--- src/rtl/dqn_episode_sequencer.sv ---
// Step/episode sequencer for the DQN training loop: walks controller phases,
// counts steps per episode and episodes per training run, with start/pause.
module dqn_episode_sequencer #(
    parameter int PHASES         = 9,
    parameter int PHASE_W        = 4,
    parameter int MAX_STEPS      = 15,
    parameter int STEP_W         = 4,
    parameter int STATE_W        = 4,
    parameter int TERMINAL_STATE = 9,
    parameter int EPISODE_W      = 12,
    parameter int MAX_EPISODES   = 0
) (
    input  logic                 clk,
    input  logic                 rst,
    input  logic                 start,
    input  logic                 pause,
    input  logic [STATE_W-1:0]   st1,
    output logic [PHASE_W-1:0]   phase,
    output logic [STEP_W-1:0]    step,
    output logic [EPISODE_W-1:0] episode,
    output logic                 step_done,
    output logic                 episode_done,
    output logic                 terminal_hit,
    output logic                 busy,
    output logic                 training_done
);

    typedef enum logic [1:0] {
        IDLE,
        RUN,
        PAUSED,
        DONE
    } state_t;

    localparam logic [PHASE_W-1:0]   PHASE_LAST = PHASE_W'(PHASES);
    localparam logic [STEP_W-1:0]    STEP_LAST  = STEP_W'(MAX_STEPS);
    localparam logic [STATE_W-1:0]   TERM_CODE  = STATE_W'(TERMINAL_STATE);
    localparam logic [EPISODE_W-1:0] EP_LIMIT   = EPISODE_W'(MAX_EPISODES);
    localparam bit                   BUDGETED   = (MAX_EPISODES != 0);

    state_t                 state, state_nxt;
    logic [PHASE_W-1:0]     phase_nxt;
    logic [STEP_W-1:0]      step_nxt;
    logic [EPISODE_W-1:0]   episode_nxt;
    logic [EPISODE_W-1:0]   ep_inc;
    logic                   step_done_nxt;
    logic                   episode_done_nxt;
    logic                   terminal_hit_nxt;
    logic                   wrap;
    logic                   is_terminal;

    assign wrap        = (phase == PHASE_LAST);
    assign is_terminal = (st1 == TERM_CODE);
    assign ep_inc      = episode + 1'b1;

    always_ff @(posedge clk or negedge rst) begin
        if (!rst) begin
            state         <= IDLE;
            phase         <= '0;
            step          <= '0;
            episode       <= '0;
            step_done     <= 1'b0;
            episode_done  <= 1'b0;
            terminal_hit  <= 1'b0;
            busy          <= 1'b0;
            training_done <= 1'b0;
        end else begin
            state         <= state_nxt;
            phase         <= phase_nxt;
            step          <= step_nxt;
            episode       <= episode_nxt;
            step_done     <= step_done_nxt;
            episode_done  <= episode_done_nxt;
            terminal_hit  <= terminal_hit_nxt;
            busy          <= (state_nxt == RUN) || (state_nxt == PAUSED);
            training_done <= (state_nxt == DONE);
        end
    end

    // A released pause advances immediately, so the held phase is not replayed.
    always_comb begin
        state_nxt        = state;
        phase_nxt        = phase;
        step_nxt         = step;
        episode_nxt      = episode;
        step_done_nxt    = 1'b0;
        episode_done_nxt = 1'b0;
        terminal_hit_nxt = 1'b0;

        case (state)
            IDLE, DONE: begin
                if (start) begin
                    state_nxt   = RUN;
                    phase_nxt   = PHASE_W'(1);
                    step_nxt    = STEP_W'(1);
                    episode_nxt = '0;
                end
            end
            RUN, PAUSED: begin
                if (pause) begin
                    state_nxt = PAUSED;
                end else begin
                    state_nxt = RUN;
                    if (!wrap) begin
                        phase_nxt = phase + 1'b1;
                    end else begin
                        phase_nxt     = PHASE_W'(1);
                        step_done_nxt = 1'b1;
                        if (is_terminal || (step == STEP_LAST)) begin
                            episode_done_nxt = 1'b1;
                            terminal_hit_nxt = is_terminal;
                            step_nxt         = STEP_W'(1);
                            episode_nxt      = ep_inc;
                            if (BUDGETED && (ep_inc == EP_LIMIT)) begin
                                state_nxt = DONE;
                                phase_nxt = '0;
                                step_nxt  = '0;
                            end
                        end else begin
                            step_nxt = step + 1'b1;
                        end
                    end
                end
            end
            default: state_nxt = IDLE;
        endcase
    end

endmodule

--- config.mk ---
export PLATFORM = sky130hd
export DESIGN_NAME = dqn_episode_sequencer
export DESIGN_NICKNAME = d
export VERILOG_FILES = /design/src/rtl/dqn_episode_sequencer.sv
export SDC_FILE = /design/constraint.sdc
export NUM_CORES = 1
export LEC_CHECK = 0
export BUFFER_PORTS_ARGS = -buffer_cell sky130_fd_sc_hd__buf_2
export CORE_MARGIN = 1
export CORE_UTILIZATION = 52
export DETAILED_ROUTE_END_ITERATION = 6
export HOLD_SLACK_MARGIN = 0.1
export PLACE_DENSITY = 0.79
export REMOVE_ABC_BUFFERS = 1
export SLEW_MARGIN = 20
export SYNTH_ARGS = -nofsm -noshare
export SYNTH_HDL_FRONTEND = slang
export SYNTH_SLANG_ARGS = --single-unit
--- constraint.sdc ---
create_clock -name clk -period 2.6 [get_ports clk]
set_input_delay 0.13 -clock clk [delete_from_list [all_inputs] [get_ports clk]]
set_output_delay 0.13 -clock clk [all_outputs]
set_load 0.02 [all_outputs]
==> qor.txt <==
Fmax -> 509.8 MHz
Register Area -> 675.6 um^2
Post-Route WL -> 3.011 mm
Min Hold Slack -> 0.2412 ns
CP cell instances -> ha_1 > and3_1 > o211ai_2 > nand2_1 > a31oi_1
Fill count -> 213
DIE HEIGHT -> 53.54 um
H-tree Lvls -> 1
Commonest non-fill, non-tap cell in the layout -> buf_2
Clock skew -> 0.002384 ns
Insertion delay to the later sink of the worst-skew pair -> 0.33 ns
Number of setup buffers added after CTS -> 0
Final ANT Viol Nets -> 0
Ratio of final minimum period to clock period -> 0.7544
IR drop worst, VDD -> 639.8 uV
Final net count -> 185
Post-synthesis instance total -> 135
Cell Count Post-Placement -> 195
Worst Tran Pin Value -> 0.6030 ns
Drt pass-1 iters -> 4
Gr ovfl total -> 0
Hpwl dp -> 2.126 mm
Wire per inst -> 14.98 um
Post-route cell area -> 0.001625 mm^2
Power density cells -> 912.0 mW/mm^2
CP startpoint kind -> flip-flop
Die area -> 0.002867 mm^2
Root Driver -> clkbuf_4
Routability cong. -> 0.7694
Synthesized cell area -> 0.001381 mm^2
Synth async-reset ratio -> 1.000
Status -> finished clean
Layout area overhead -> 17.66%
Critical Path Max Stage Delay -> 0.45 ns
Slowest CP cell -> dfrtp_1
Vias in the first global route -> 1113
Drc violations -> 0
Data arrival, critical path -> 2.22 ns
Cells on Worst Hold Path -> 3
Worst hold path type -> in2reg
Final Hold Viols -> 0
Post-synth EDFFs -> 0
Largest net degree at the start of global routing -> 28
1st-iter DRT viols -> 30
CTS clk-pin slew, worst paths -> 0.15 ns
Non-Filler Instances -> 201
Period minus WS final -> 1.962 ns
I/O Buffers -> 32
Seq cells post-synth -> 27
Reg2reg path depth -> 5
Top FF cell, synth -> dfrtp_1
Share of cells above drive strength 1 -> 0.2456
Post-synthesis sequential area ratio -> 0.4891
DR vias -> 1215
Max-cap viol count -> 0
Core ar. -> 0.002500 mm^2
Num Clock Sinks -> 27
Average size of a mapped cell -> 10.23 um^2
Effective utilization at floorplan -> 0.5526
Io pins -> 33
Row count -> 18
Crit Path Max Fanout -> 10
N_diodes -> 0
Data required time of the worst path -> 2.86 ns
Area of the multi-input gates -> 655.6 um^2
Leakage -> 0.8162 nW
Vias/cell -> 6.045
Fin Setup TNS -> 0 ns
Cell variety after synth -> 39
Crit. End Element -> flip-flop
Dominant cell type by area after synthesis -> dfrtp_1
Power Total -> 1.482 mW
Slew headroom -> 0.5980
CTS buffer count -> 3
Post_cts resized -> 0
First-pass GRT wire length -> 4.726 mm
Die width -> 53.54 um
Global Route Usage Sum -> 0.2290
CTS tree -> built
Critical setup path kind -> reg2reg
Setup Viol. Count Final -> 0
Commonest non-fill, non-tap cells in the layout -> buf_2 (32), dfrtp_1 (27), o21ai_0 (12)
Synth warn -> 0
Placed Instance Area -> 0.001578 mm^2
Initial antenna violation count -> 0
Synth top area share -> 0.4891
Clock buffer depth -> 2
RSZ-0062 raised after global routing -> no
Slew Viols, Final -> 0
Ranking of synthesized cells by area -> dfrtp_1 (49%), ha_1 (4.5%), o21ai_0 (4.3%)
==> cells in the mapped netlist (2+ instances only) <==
cell and n:
dfrtp_1 27, o211ai_1 3, clkbuf_1 3, nand2_1 7, a41oi_1 3, nand3_1 7
nor2_1 8, inv_1 8, mux2i_1 2, a21o_1 2, a31oi_1 9, a211oi_1 2
xnor2_1 2, nand4_1 2, o21ai_0 12, and3_1 5, and4bb_1 2, a21oi_1 6
ha_1 5
==> metrics by stage <==
stage | util | setup slack (ns)
2_1_floorplan | - | 0.7631
3_3_place_gp | 0.6311 | 0.7391
3_5_place_dp | 0.6311 | 0.6925
4_1_cts | 0.6502 | 0.6710
5_1_grt | 0.6502 | 0.4970
6_report | 0.6502 | 0.6385
==> critical path: cells and delay by family, from the launching register on <==
| family | cells | cell delay (ns) |
|---|---|---|
| adder cells (fa/ha/maj) | 1 | 0.23 |
| flip-flops | 1 | 0.45 |
| AO/OA/AOI/OAI | 2 | 0.67 |
| AND/OR/NAND/NOR | 2 | 0.54 |
==> kinds of logic (layout without fill, tap and decap cells) <==
logic type,after synthesis,count (layout),synth area share
flip-flops,27,27,0.4891
AND/OR/NAND/NOR,36,36,0.1458
adder cells (fa/ha/maj),5,5,0.04529
XOR/XNOR,4,4,0.03080
buffers and inverters,13,49,0.03623
AO/OA/AOI/OAI,48,48,0.2382
multiplexers,2,2,0.01449
==> sequential cells by signal (all words and copies together), names as in the netlist <==
signal	count
step	4
episode	12
state	2
training_done	1
phase	4
busy	1
episode_done	1
step_done	1
terminal_hit	1
==> power breakdown <==
group / switching, mW / internal (mW) / total (mW)
clock network: 0.128 / 0.0579 / 0.186
registers: 0.0996 / 0.506 / 0.606
logic: 0.431 / 0.260 / 0.690
total: 0.659 / 0.824 / 1.48
==> layer usage <==
layer  track usage  up-vias  share of wire
met3       0.02542        5          0.026
met2        0.3854       29           0.46
met5             0        -              0
met4        0.1009        0          0.014
met1        0.2957      591           0.50
li1              -      590              -
==> worst paths after layout <==
check	from	end	slack, ns
hold / removal	start	step[0]	0.24
setup / recovery	step[0]	episode[3]	0.64
max in group asynchronous	rst	step[3]	1.89
setup reg to reg	step[0]	episode[3]	0.64
min in group asynchronous	rst	episode[10]	0.32
hold reg to reg	episode[11]	episode[11]	0.50
==> area by class of cell <==
type                       instances  area share
inverter                           9     0.02079
clock buffer                       3     0.01386
tap                               30     0.02309
clock inverter                     1    0.003079
multi-input combinational         95      0.4034
sequential                        27      0.4157
timing repair buffer              36      0.1201
==> repair_timing <==
action,CTS,global route
endpoints found under the setup margin,0,0
hold endpoints to repair,29,0
hold buffers,2,0
Power figures use the tool's default switching activity.
